===== config.mk =====
export PLATFORM = sky130hd
export DESIGN_NAME = dram_arb_flat
export DESIGN_NICKNAME = d
export VERILOG_FILES = /design/src/rtl/dram_arb_pkg.sv /design/src/rtl/dram_arb_if.sv /design/src/rtl/dram_arb_pick.sv /design/src/rtl/dram_arb.sv /design/src/flat_wrapper.sv
export SDC_FILE = /design/constraint.sdc
export NUM_CORES = 1
export LEC_CHECK = 0
export CORE_UTILIZATION = 40
export DETAILED_ROUTE_END_ITERATION = 10
export GPL_TIMING_DRIVEN = 0
export PLACE_DENSITY = 0.95
export SETUP_SLACK_MARGIN = 0.4
export SLEW_MARGIN = 20
export SYNTH_ARGS = -nofsm -noshare
export SYNTH_HDL_FRONTEND = slang
export SYNTH_HIERARCHICAL = 1
export SYNTH_SLANG_ARGS = --single-unit
export TNS_END_PERCENT = 20

===== constraint.sdc =====
create_clock -name clk -period 2.2 [get_ports clk]
set_input_delay 0.44 -clock clk [delete_from_list [all_inputs] [get_ports clk]]
set_output_delay 0.44 -clock clk [all_outputs]
set_load 0.01 [all_outputs]

===== src/rtl/dram_arb_pkg.sv =====
// Shared definitions for the DRAM port arbiter: data/address widths and the
// owner encoding used for both the arbitration result and the executing cycle.
package dram_arb_pkg;

   localparam int DRAM_AW = 21;
   localparam int DRAM_DW = 16;

   typedef enum logic [1:0] {
      OWN_NONE = 2'd0,
      OWN_VID  = 2'd1,
      OWN_CPU  = 2'd2,
      OWN_DMA  = 2'd3
   } owner_e;

endpackage


===== src/rtl/dram_arb_if.sv =====
// Requester and DRAM controller bus of the arbiter.
// Handshake: each requester holds X_req (level) with its address/data; X_next
// pulses for one clk on the cycle the request is accepted, after which the
// requester may change or drop its inputs. For reads, X_rdy pulses for one clk
// when rddata holds the word. The controller side (req/addr/rnw/wrdata/bsel)
// is stable from c3 of the arbitration cycle through c0 of the executed cycle.
// The arbiter uses the slave modport; the requesters/controller model uses master.
interface dram_arb_if;
   import dram_arb_pkg::*;

   logic               vid_req;
   logic [DRAM_AW-1:0] vid_addr;
   logic               vid_next;
   logic               vid_rdy;

   logic               cpu_req;
   logic [DRAM_AW-1:0] cpu_addr;
   logic               cpu_rnw;
   logic [DRAM_DW-1:0] cpu_wrdata;
   logic [1:0]         cpu_bsel;
   logic               cpu_next;
   logic               cpu_rdy;

   logic               dma_req;
   logic [DRAM_AW-1:0] dma_addr;
   logic               dma_rnw;
   logic [DRAM_DW-1:0] dma_wrdata;
   logic [1:0]         dma_bsel;
   logic               dma_next;
   logic               dma_rdy;

   logic [DRAM_DW-1:0] dram_rd;
   logic [DRAM_DW-1:0] rddata;

   logic               req;
   logic [DRAM_AW-1:0] addr;
   logic               rnw;
   logic [DRAM_DW-1:0] wrdata;
   logic [1:0]         bsel;

   modport slave (
      input  vid_req, vid_addr,
      input  cpu_req, cpu_addr, cpu_rnw, cpu_wrdata, cpu_bsel,
      input  dma_req, dma_addr, dma_rnw, dma_wrdata, dma_bsel,
      input  dram_rd,
      output vid_next, vid_rdy, cpu_next, cpu_rdy, dma_next, dma_rdy,
      output rddata, req, addr, rnw, wrdata, bsel
   );

   modport master (
      output vid_req, vid_addr,
      output cpu_req, cpu_addr, cpu_rnw, cpu_wrdata, cpu_bsel,
      output dma_req, dma_addr, dma_rnw, dma_wrdata, dma_bsel,
      output dram_rd,
      input  vid_next, vid_rdy, cpu_next, cpu_rdy, dma_next, dma_rdy,
      input  rddata, req, addr, rnw, wrdata, bsel
   );

endinterface


===== src/rtl/dram_arb_pick.sv =====
// Combinational winner select. Video always wins; the CPU/DMA order comes
// from the starvation override (default build) or from the round-robin
// pointer when DRAM_ARB_RR_EN is defined.
module dram_arb_pick
   import dram_arb_pkg::*;
#(
   parameter int DMA_MAXWAIT = 4,
   parameter int WCNT_W      = 3
) (
   input  logic              vid_req,
   input  logic              cpu_req,
   input  logic              dma_req,
`ifdef DRAM_ARB_RR_EN
   input  logic              rr_ptr,   // 0: CPU next in line, 1: DMA next in line
`else
   input  logic [WCNT_W-1:0] wcnt,
`endif
   output owner_e            win
);

   logic dma_first;

`ifdef DRAM_ARB_RR_EN
   assign dma_first = rr_ptr;
`else
   localparam logic [WCNT_W-1:0] MAXW = WCNT_W'(DMA_MAXWAIT);
   assign dma_first = (wcnt >= MAXW);
`endif

   // Priority select: vid first, then cpu/dma in the order chosen above
   always_comb begin
      win = OWN_NONE;
      if (vid_req)
         win = OWN_VID;
      else if (cpu_req && dma_req)
         win = dma_first ? OWN_DMA : OWN_CPU;
      else if (cpu_req)
         win = OWN_CPU;
      else if (dma_req)
         win = OWN_DMA;
   end

endmodule


===== src/rtl/dram_arb.sv =====
// DRAM port arbiter for video, CPU and DMA. Arbitrates at c2, drives the
// controller from c3 through c0 of the executed cycle, captures read data at
// c2 of that cycle and pulses the owner's rdy at the following c3.
// Optional build macro: DRAM_ARB_RR_EN (round-robin CPU/DMA sharing instead of
// fixed priority with DMA starvation override).
module dram_arb
   import dram_arb_pkg::*;
#(
   parameter int DMA_MAXWAIT = 4,   // must be < 2**WCNT_W
   parameter int WCNT_W      = 3
) (
   input  logic        clk,
   input  logic        rst,
   input  logic        c0,
   input  logic        c1,
   input  logic        c2,
   input  logic        c3,
   dram_arb_if.slave   bus
);

   owner_e win;        // combinational arbitration result
   owner_e pend_own;   // owner granted at the last c2
   owner_e exec_own;   // owner of the DRAM cycle now executing
   owner_e rdy_own;    // owner whose rdy pulses this clk
   logic   exec_rnw;
   logic   arb_en;

   // c0/c1 are consumed by the DRAM controller; the arbiter keys only on c2/c3
   logic unused_strobes;
   assign unused_strobes = c0 ^ c1;

   assign arb_en = c2 && !rst;

`ifdef DRAM_ARB_RR_EN
   logic rr_ptr;

   dram_arb_pick #(.DMA_MAXWAIT(DMA_MAXWAIT), .WCNT_W(WCNT_W)) u_pick (
      .vid_req (bus.vid_req),
      .cpu_req (bus.cpu_req),
      .dma_req (bus.dma_req),
      .rr_ptr  (rr_ptr),
      .win     (win)
   );

   // Round-robin pointer: after a CPU or DMA grant, point at the other agent
   always_ff @(posedge clk) begin
      if (rst)
         rr_ptr <= 1'b0;
      else if (c2 && (win == OWN_CPU || win == OWN_DMA))
         rr_ptr <= (win == OWN_CPU);
   end
`else
   logic [WCNT_W-1:0] wcnt;

   dram_arb_pick #(.DMA_MAXWAIT(DMA_MAXWAIT), .WCNT_W(WCNT_W)) u_pick (
      .vid_req (bus.vid_req),
      .cpu_req (bus.cpu_req),
      .dma_req (bus.dma_req),
      .wcnt    (wcnt),
      .win     (win)
   );

   // DMA wait counter: counts consecutive lost cycles, saturating
   always_ff @(posedge clk) begin
      if (rst)
         wcnt <= '0;
      else if (c2) begin
         if (bus.dma_req && win != OWN_DMA)
            wcnt <= (&wcnt) ? wcnt : wcnt + WCNT_W'(1);
         else
            wcnt <= '0;
      end
   end
`endif

   // Grant register: load the winner's command at c2, hold until the next c2
   always_ff @(posedge clk) begin
      if (rst) begin
         bus.req    <= 1'b0;
         bus.addr   <= '0;
         bus.rnw    <= 1'b1;
         bus.wrdata <= '0;
         bus.bsel   <= '0;
         pend_own   <= OWN_NONE;
      end else if (c2) begin
         pend_own <= win;
         case (win)
            OWN_VID: begin
               bus.req  <= 1'b1;
               bus.addr <= bus.vid_addr;
               bus.rnw  <= 1'b1;
               bus.bsel <= 2'b11;
            end
            OWN_CPU: begin
               bus.req    <= 1'b1;
               bus.addr   <= bus.cpu_addr;
               bus.rnw    <= bus.cpu_rnw;
               bus.wrdata <= bus.cpu_wrdata;
               bus.bsel   <= bus.cpu_bsel;
            end
            OWN_DMA: begin
               bus.req    <= 1'b1;
               bus.addr   <= bus.dma_addr;
               bus.rnw    <= bus.dma_rnw;
               bus.wrdata <= bus.dma_wrdata;
               bus.bsel   <= bus.dma_bsel;
            end
            default: bus.req <= 1'b0;   // refresh cycle, command fields hold
         endcase
      end
   end

   // Executing-cycle register: the grant becomes the running cycle at c3
   always_ff @(posedge clk) begin
      if (rst) begin
         exec_own <= OWN_NONE;
         exec_rnw <= 1'b1;
      end else if (c3) begin
         exec_own <= pend_own;
         exec_rnw <= bus.rnw;
      end
   end

   // Read capture at c2 of the executing cycle; rdy owner set for one clk
   always_ff @(posedge clk) begin
      if (rst) begin
         bus.rddata <= '0;
         rdy_own    <= OWN_NONE;
      end else begin
         rdy_own <= OWN_NONE;
         if (c2 && exec_own != OWN_NONE && exec_rnw) begin
            bus.rddata <= bus.dram_rd;
            rdy_own    <= exec_own;
         end
      end
   end

   assign bus.vid_next = arb_en && (win == OWN_VID);
   assign bus.cpu_next = arb_en && (win == OWN_CPU);
   assign bus.dma_next = arb_en && (win == OWN_DMA);

   assign bus.vid_rdy = (rdy_own == OWN_VID);
   assign bus.cpu_rdy = (rdy_own == OWN_CPU);
   assign bus.dma_rdy = (rdy_own == OWN_DMA);

endmodule

===== src/flat_wrapper.sv =====
// flat-port wrapper written by rule: the top's interface ports become plain ports
module dram_arb_flat import dram_arb_pkg::*;
#(
   parameter int DMA_MAXWAIT = 4,                         
   parameter int WCNT_W      = 3
)
  (clk, rst, c0, c1, c2, c3, bus_vid_req, bus_vid_addr, bus_cpu_req, bus_cpu_addr, bus_cpu_rnw, bus_cpu_wrdata, bus_cpu_bsel, bus_dma_req, bus_dma_addr, bus_dma_rnw, bus_dma_wrdata, bus_dma_bsel, bus_dram_rd, bus_vid_next, bus_vid_rdy, bus_cpu_next, bus_cpu_rdy, bus_dma_next, bus_dma_rdy, bus_rddata, bus_req, bus_addr, bus_rnw, bus_wrdata, bus_bsel);
  dram_arb_if bus_i ();
  input  logic clk;
  input  logic rst;
  input  logic c0;
  input  logic c1;
  input  logic c2;
  input  logic c3;
  input wire logic [$bits(bus_i.vid_req)-1:0] bus_vid_req;
  input wire logic [$bits(bus_i.vid_addr)-1:0] bus_vid_addr;
  input wire logic [$bits(bus_i.cpu_req)-1:0] bus_cpu_req;
  input wire logic [$bits(bus_i.cpu_addr)-1:0] bus_cpu_addr;
  input wire logic [$bits(bus_i.cpu_rnw)-1:0] bus_cpu_rnw;
  input wire logic [$bits(bus_i.cpu_wrdata)-1:0] bus_cpu_wrdata;
  input wire logic [$bits(bus_i.cpu_bsel)-1:0] bus_cpu_bsel;
  input wire logic [$bits(bus_i.dma_req)-1:0] bus_dma_req;
  input wire logic [$bits(bus_i.dma_addr)-1:0] bus_dma_addr;
  input wire logic [$bits(bus_i.dma_rnw)-1:0] bus_dma_rnw;
  input wire logic [$bits(bus_i.dma_wrdata)-1:0] bus_dma_wrdata;
  input wire logic [$bits(bus_i.dma_bsel)-1:0] bus_dma_bsel;
  input wire logic [$bits(bus_i.dram_rd)-1:0] bus_dram_rd;
  output wire logic [$bits(bus_i.vid_next)-1:0] bus_vid_next;
  output wire logic [$bits(bus_i.vid_rdy)-1:0] bus_vid_rdy;
  output wire logic [$bits(bus_i.cpu_next)-1:0] bus_cpu_next;
  output wire logic [$bits(bus_i.cpu_rdy)-1:0] bus_cpu_rdy;
  output wire logic [$bits(bus_i.dma_next)-1:0] bus_dma_next;
  output wire logic [$bits(bus_i.dma_rdy)-1:0] bus_dma_rdy;
  output wire logic [$bits(bus_i.rddata)-1:0] bus_rddata;
  output wire logic [$bits(bus_i.req)-1:0] bus_req;
  output wire logic [$bits(bus_i.addr)-1:0] bus_addr;
  output wire logic [$bits(bus_i.rnw)-1:0] bus_rnw;
  output wire logic [$bits(bus_i.wrdata)-1:0] bus_wrdata;
  output wire logic [$bits(bus_i.bsel)-1:0] bus_bsel;
  assign bus_i.vid_req = bus_vid_req;
  assign bus_i.vid_addr = bus_vid_addr;
  assign bus_i.cpu_req = bus_cpu_req;
  assign bus_i.cpu_addr = bus_cpu_addr;
  assign bus_i.cpu_rnw = bus_cpu_rnw;
  assign bus_i.cpu_wrdata = bus_cpu_wrdata;
  assign bus_i.cpu_bsel = bus_cpu_bsel;
  assign bus_i.dma_req = bus_dma_req;
  assign bus_i.dma_addr = bus_dma_addr;
  assign bus_i.dma_rnw = bus_dma_rnw;
  assign bus_i.dma_wrdata = bus_dma_wrdata;
  assign bus_i.dma_bsel = bus_dma_bsel;
  assign bus_i.dram_rd = bus_dram_rd;
  assign bus_vid_next = bus_i.vid_next;
  assign bus_vid_rdy = bus_i.vid_rdy;
  assign bus_cpu_next = bus_i.cpu_next;
  assign bus_cpu_rdy = bus_i.cpu_rdy;
  assign bus_dma_next = bus_i.dma_next;
  assign bus_dma_rdy = bus_i.dma_rdy;
  assign bus_rddata = bus_i.rddata;
  assign bus_req = bus_i.req;
  assign bus_addr = bus_i.addr;
  assign bus_rnw = bus_i.rnw;
  assign bus_wrdata = bus_i.wrdata;
  assign bus_bsel = bus_i.bsel;
  dram_arb #(.DMA_MAXWAIT(DMA_MAXWAIT), .WCNT_W(WCNT_W)) u_core (.clk(clk), .rst(rst), .c0(c0), .c1(c1), .c2(c2), .c3(c3), .bus(bus_i));
endmodule

==> results of run 1 <==
==> per-layer routing <==
metal	part of all wire	global-route usage
met1	0.36	0.283
met2	0.54	0.504
met3	0.078	0.0737
met4	0.018	0.109
met5	0	0
==> worst paths after layout <==
kind	start	slack (ns)	endpoint
max	u_core/wcnt[2]	0.17	bus_vid_next
min	u_core/bus.rddata[13]	0.46	u_core/bus.rddata[13]
max reg2reg	u_core/wcnt[2]	0.50	u_core/bus.addr[11]
min reg2reg	u_core/bus.rddata[13]	0.46	u_core/bus.rddata[13]
==> cells in the mapped netlist (all sizes together), types with 3 or more instances <==
master  instances  share of area
nor3b           3         0.0075
nand2          36          0.045
o22ai          25          0.052
nor2b           5          0.010
a211oi         18          0.048
buf            18          0.045
nor2           46          0.058
nand2b          5          0.010
mux2i          18          0.060
a21oi          19          0.032
inv             4         0.0050
nor3           20          0.033
mux2           22          0.083
clkbuf          8          0.010
dfxtp          67           0.45
==> timing repair <==
| action | 4_1_cts | 5_1_grt |
|---|---|---|
| setup endpoints to repair | 45 | 22 |
| setup buffers | 11 | 0 |
| cloned | 0 | 0 |
| pin swaps | 5 | 1 |
| resized for setup | 38 | 4 |
==> flip-flops by register name (all words and copies together), names as in the netlist <==
register	cells
u_core/bus.addr	21
u_core/bus.bsel	2
u_core/bus.rddata	16
u_core/bus.req	1
u_core/bus.rnw	1
u_core/bus.wrdata	16
u_core/exec_own	2
u_core/exec_rnw	1
u_core/pend_own	2
u_core/rdy_own	2
u_core/wcnt	3
==> power by group through the flow <==
stage	Combinational, mW	Clock, mW	Sequential, mW
after floorplan	0.269	0	1.38
after global placement	0.702	0	1.34
after detailed placement	0.720	0	1.35
after CTS	0.758	1.16	1.32
after global routing	0.811	1.22	1.33
final	0.761	1.15	1.33
==> critical path: stages (launching register included) <==
cell	delay, ns
sky130_fd_sc_hd__dfxtp_2	0.32
sky130_fd_sc_hd__nand2b_4	0.13
sky130_fd_sc_hd__a21o_4	0.23
sky130_fd_sc_hd__buf_12	0.13
sky130_fd_sc_hd__nand3b_1	0.12
sky130_fd_sc_hd__clkbuf_8	0.15
sky130_fd_sc_hd__nor2_4	0.03
sky130_fd_sc_hd__buf_6	0.14
==> cells in the final DEF, fill, tap and decap left out, types with 11 or more instances in the layout <==
cell / netlist / routed
sky130_fd_sc_hd__mux2i_1: 18 / 18
sky130_fd_sc_hd__a21oi_1: 19 / 19
sky130_fd_sc_hd__o22ai_1: 25 / 25
sky130_fd_sc_hd__buf_4: 4 / 13
sky130_fd_sc_hd__nor3_1: 20 / 19
sky130_fd_sc_hd__dfxtp_1: 67 / 66
sky130_fd_sc_hd__mux2_2: 22 / 22
sky130_fd_sc_hd__nand2_1: 36 / 35
sky130_fd_sc_hd__clkdlybuf4s50_1: 0 / 178
sky130_fd_sc_hd__a211oi_1: 16 / 16
sky130_fd_sc_hd__clkbuf_8: 0 / 11
sky130_fd_sc_hd__nor2_1: 46 / 44
==> final cells by class <==
cell class,instances,area [sq um]
Tap cell,99,124
Sequential cell,67,1340
Multi-Input combinational cell,234,1520
Timing Repair Buffer,196,1930
Inverter,4,15.0
Clock inverter,6,88.8
Clock buffer,10,138
Fill cell,555,1890
Buffer,26,208
==> cells by family after synthesis <==
| logic type | count (synthesis) |
|---|---|
| compound gates | 72 |
| flops | 67 |
| mux | 40 |
| simple gates | 120 |
| buf+inv | 30 |
| fa+ha+maj | 2 |
==> flow_metrics.py, run 1 <==
metrics = {
    "global_route": {
        "grt_start_max_net_pins": 13,
        "grt.total_usage": 0.269,
        "grt_overflow": 0,
        "via_count_of_the_first_global_routing_pass": 3339,
        "grt_pass1_wl_mm": 15.9,
        "antenna_found_initial": 0,
    },
    "synthesis": {
        "synth-compound-area-share": 0.166,
        "synth_async_sr_flop_share": 0,
        "synth_cell_type_count": 32,
        "synth_ff_type": "sky130_fd_sc_hd__dfxtp_1",
        "synth_area_per_cell_sq_um": 9.06,
        "post_synth_xor_area_fraction": 0,
        "netlist_instances": 331,
        "yosysWarnings": 6,
        "synth_edf_count": 0,
        "mappedNetlistNets": 459,
        "yosys.area_share.adder": 0.00835,
        "synthesized_flop_and_latch_total": 67,
        "synth_simple_gate_area_frac": 0.176,
        "combinational_family_with_the_most_area_after_synthesis": "simple AND/OR/NAND/NOR gates",
        "ys_seq_area_frac": 0.447,
        "synthesis.area_sq_um": 3000,
        "synthMuxAreaShare": 0.143,
    },
    "run": {
        "cap_viol_max_count": 0,
    },
    "cells_and_area": {
        "area.growth.synth_to_final_pct": 78.9,
        "drive_gt1_frac": 0.158,
        "diodes": 0,
        "post_layout_nonfiller_instances": 642,
        "final_util": 0.740,
        "layout.nets": 666,
        "stdcell_area_sq_um": 5360,
    },
    "power": {
        "cellInternalPower_mw": 2.42,
        "power.total_mw": 3.23,
        "power.sequential.fraction": 0.410,
        "pwr_density_cell_nw_per_um2": 603,
        "largest_voltage_drop_on_the_vdd_net_v": 0.000367,
        "power.net_switching_mw": 0.812,
        "p_sw_frac": 0.251,
        "share_comb_of_total_power": 0.235,
        "power.clock.fraction": 0.355,
        "lkg_pwr_nw": 2.06,
    },
    "timing": {
        "timing_max_transition_violations_final": 0,
        "finalCritPeriodShare": 0.921,
        "rsz0062_at_grt": "true",
        "hold-worst-slack_ns": 0.456,
        "finalHoldViolCount": 0,
        "tightest_slew_ns": 0.590,
        "setup_viol_count_final": 0,
        "relSlewSlack": 0.607,
        "setup-tns-final_ns": 0,
        "setup_ws_ns": 0.174,
        "timing.fmax_mhz": 494,
        "period_minus_slack_ns": 2.03,
        "fin_skew_ns": 0.00685,
    },
    "floorplan": {
        "die_h_um": 88.6,
        "fp.coreArea_sq_um": 7250,
        "dieArea_sq_um": 7840,
        "std_cell_rows": 31,
        "boundaryPins": 189,
        "initial_core_util": 0.413,
        "die-width_um": 88.6,
    },
    "outcome": {
        "outcome": "finished clean",
    },
    "critical_path": {
        "worst_setup_path_start_kind": "flop",
        "cp_data_required_time_ns": 1.76,
        "endpoint_kind": "output port",
        "critical_path_peak_fanout": 4,
        "worst-endpoint-arrival_ns": 1.59,
        "worst-setup-path-type": "reg -> out",
        "ff2ff_path_depth": 7,
    },
    "cts": {
        "cts.sink_count": 67,
        "tritoncts.num_buffers": 9,
        "holdBufCountCts": 0,
        "insertion_delay_ns": 0.34,
        "cts_max_path_buffers": 2,
        "clk_transition_reported_paths_ns": 0.07,
        "cts-htree-levels": 3,
        "clock_tree.root_cell": "sky130_fd_sc_hd__clkbuf_8",
        "tritoncts": "built",
    },
    "routing": {
        "detail_route.drc_violations": 0,
        "drt-initial-drc-count": 77,
        "wl_per_instance_um": 16.3,
        "detailedRoute.firstPassIterationCount": 4,
        "routed_via_density": 5.11,
        "route.antenna.remaining_nets": 0,
        "route.final.wire_length_mm": 10.5,
        "vias": 3282,
    },
    "placed_design": {
        "place.detailed.hpwl_mm": 7.95,
        "place_ws_ns": -0.930,
        "final_replace_weighted_congestion": 0.736,
        "dpl.cell_count": 615,
        "port-buffer-count": 185,
        "place_area_sq_um": 4980,
    },
    "worst_hold_path": {
        "holdCritPathClass": "reg -> reg",
        "timing.hold.worst_path_depth": 2,
    },
}
(Power assumes the default switching activity.)
==> inputs of run 2 (changes only) <==
MAX_ROUTING_LAYER = met4   (was not set)
==> run 2 against run 1 <==
  * Non-clock buffer count did not move
  * Final cell count did not move
  * Total power barely moved
  * Largest cell class unchanged
  * Largest power group unchanged
  * Sequential share of layout area did not move
  * Critical path depth did not move
  * Register-to-register slack barely moved
  * Critical path type unchanged
  * Sequential cell count did not move
  * Worst setup slack got worse by 0.00085 ns
  * Highest routed layer unchanged
  * Die area did not move
  * Sequential power barely moved
  * Maximum frequency barely moved
==> flow_metrics.py, run 2 (synthesis gave the netlist of run 1 again) <==
metrics = {
    "outcome": {
        "outcome": "finished clean",
    },
    "cts": {
        "clk_transition_reported_paths_ns": 0.07,
        "cts_max_path_buffers": 2,
        "tritoncts": "built",
        "cts.sink_count": 67,
        "tritoncts.num_buffers": 9,
        "cts-htree-levels": 3,
        "insertion_delay_ns": 0.34,
        "clock_tree.root_cell": "sky130_fd_sc_hd__clkbuf_8",
    },
    "critical_path": {
        "critical_path_peak_fanout": 4,
        "endpoint_kind": "output port",
        "worst-setup-path-type": "reg -> out",
        "worst-endpoint-arrival_ns": 1.59,
        "worst_setup_path_start_kind": "flop",
        "internal_reg_to_reg_setup_slack_ns": 0.50,
        "cp_data_required_time_ns": 1.76,
    },
    "timing": {
        "relSlewSlack": 0.608,
        "period_minus_slack_ns": 2.03,
        "setup_viol_count_final": 0,
        "finalCritPeriodShare": 0.921,
        "timing.fmax_mhz": 493,
        "finalHoldViolCount": 0,
        "timing_max_transition_violations_final": 0,
        "tightest_slew_ns": 0.588,
        "rsz0062_at_grt": "true",
        "setup_ws_ns": 0.173,
        "fin_skew_ns": 0.00551,
    },
    "floorplan": {
        "die-width_um": 88.6,
        "dieArea_sq_um": 7840,
        "die_h_um": 88.6,
        "fp.coreArea_sq_um": 7250,
        "boundaryPins": 189,
        "initial_core_util": 0.413,
        "std_cell_rows": 31,
    },
    "cells_and_area": {
        "filler_cell_count": 555,
        "mostFrequentLayoutCell": "sky130_fd_sc_hd__clkdlybuf4s50_1",
        "layout.nets": 666,
        "diodes": 0,
        "top_register_by_number_of_flip_flops": "u_core/bus.addr",
        "largest_reg_flops": 21,
        "area.growth.synth_to_final_pct": 78.9,
        "seq_area_sq_um": 1340,
        "largestRegisters": "u_core/bus.addr x21, u_core/bus.rddata x16, u_core/bus.wrdata x16",
        "drive_gt1_frac": 0.158,
        "multi_input_comb_area_sq_um": 1520,
        "layout_common_cells": "sky130_fd_sc_hd__clkdlybuf4s50_1 (178), sky130_fd_sc_hd__dfxtp_1 (66), sky130_fd_sc_hd__nor2_1 (44)",
    },
    "global_route": {
        "via_count_of_the_first_global_routing_pass": 3354,
        "grt_overflow": 0,
        "grt.total_usage": 0.277,
        "grt_start_max_net_pins": 13,
        "grt_pass1_wl_mm": 15.8,
        "antenna_found_initial": 0,
    },
    "routing": {
        "drt-initial-drc-count": 90,
        "routed_via_density": 5.15,
        "vias": 3305,
        "wl_per_instance_um": 16.3,
        "detail_route.drc_violations": 0,
        "detailedRoute.firstPassIterationCount": 4,
        "route.antenna.remaining_nets": 0,
        "route.final.wire_length_mm": 10.5,
    },
    "run": {
        "cap_viol_max_count": 0,
    },
    "worst_hold_path": {
        "holdCritPathClass": "reg -> reg",
    },
    "power": {
        "lkg_pwr_nw": 2.06,
        "pwr_density_cell_nw_per_um2": 602,
        "power.total_mw": 3.23,
        "largest_voltage_drop_on_the_vdd_net_v": 0.000367,
    },
    "placed_design": {
        "place_ws_ns": -0.930,
        "port-buffer-count": 185,
        "place.detailed.hpwl_mm": 7.95,
        "final_replace_weighted_congestion": 0.746,
    },
}
-- run 2: cell counts in the layout (fill, tap and decap cells not counted) --
Identical to the previous run, type by type.
-- run 2: area by class of cell --
cell class | instances | area share
timing repair buffer | 196 | 0.359
inverter | 4 | 0.00280
multi-input combinational | 234 | 0.283
sequential | 67 | 0.250
clock buffer | 10 | 0.0257
tap | 99 | 0.0231
clock inverter | 6 | 0.0166
buffer | 26 | 0.0387
-- run 2: where the power goes --
part,switching [mW],internal (mW)
sequential,0.0416,1.28
combinational,0.293,0.468
clock,0.476,0.669
total,0.811,2.42
-- run 2: final timing paths --
path / start / end / cells after the start
worst max-delay path: u_core/wcnt[2] / bus_vid_next / 7
worst min-delay path: u_core/bus.rddata[13] / u_core/bus.rddata[13] / 2
worst max register to register: u_core/wcnt[2] / u_core/bus.bsel[0] / 7
worst min register to register: u_core/bus.rddata[13] / u_core/bus.rddata[13] / 2
-- run 2: through the flow --
step / std cells / utilization / instance area, sq um / hold WS [ns] / setup TNS [ns]
final: 642 / 0.740 / 5360 / 0.456 / 0
after global routing: 642 / 0.740 / 5360 / 0.473 / 0
after CTS: 642 / 0.737 / 5350 / 0.457 / 0
after detailed placement: 615 / 0.686 / 4980 / 0.446 / -5.03
after global placement: 615 / 0.686 / 4980 / 0.441 / -3.10
after floorplan: 331 / - / 3000 / 0.443 / 0
-- run 2: worst max-delay path, stage by stage (launching register included) --
cell and delay, ns:
sky130_fd_sc_hd__dfxtp_2 0.32, sky130_fd_sc_hd__nand2b_4 0.13, sky130_fd_sc_hd__a21o_4 0.23, sky130_fd_sc_hd__buf_12 0.13, sky130_fd_sc_hd__nand3b_1 0.12, sky130_fd_sc_hd__clkbuf_8 0.15
sky130_fd_sc_hd__nor2_4 0.03, sky130_fd_sc_hd__buf_6 0.14
-- run 2: repair_timing --
item                                   4_1_cts  5_1_grt
hold buffers                                 0        0
setup endpoints to repair                   45       21
buffers inserted                            11        0
resized for setup                           38        4
pin swaps                                    5        1
endpoints found under the hold margin        0        0
-- run 2: routing by layer --
metal / vias up / wire length, um / GRT usage
li1: 1584 / - / -
met1: 1539 / 3880 / 0.290
met2: 160 / 5660 / 0.506
met3: 22 / 739 / 0.0560
met4: 0 / 211 / 0.110
met5: - / 0 / -
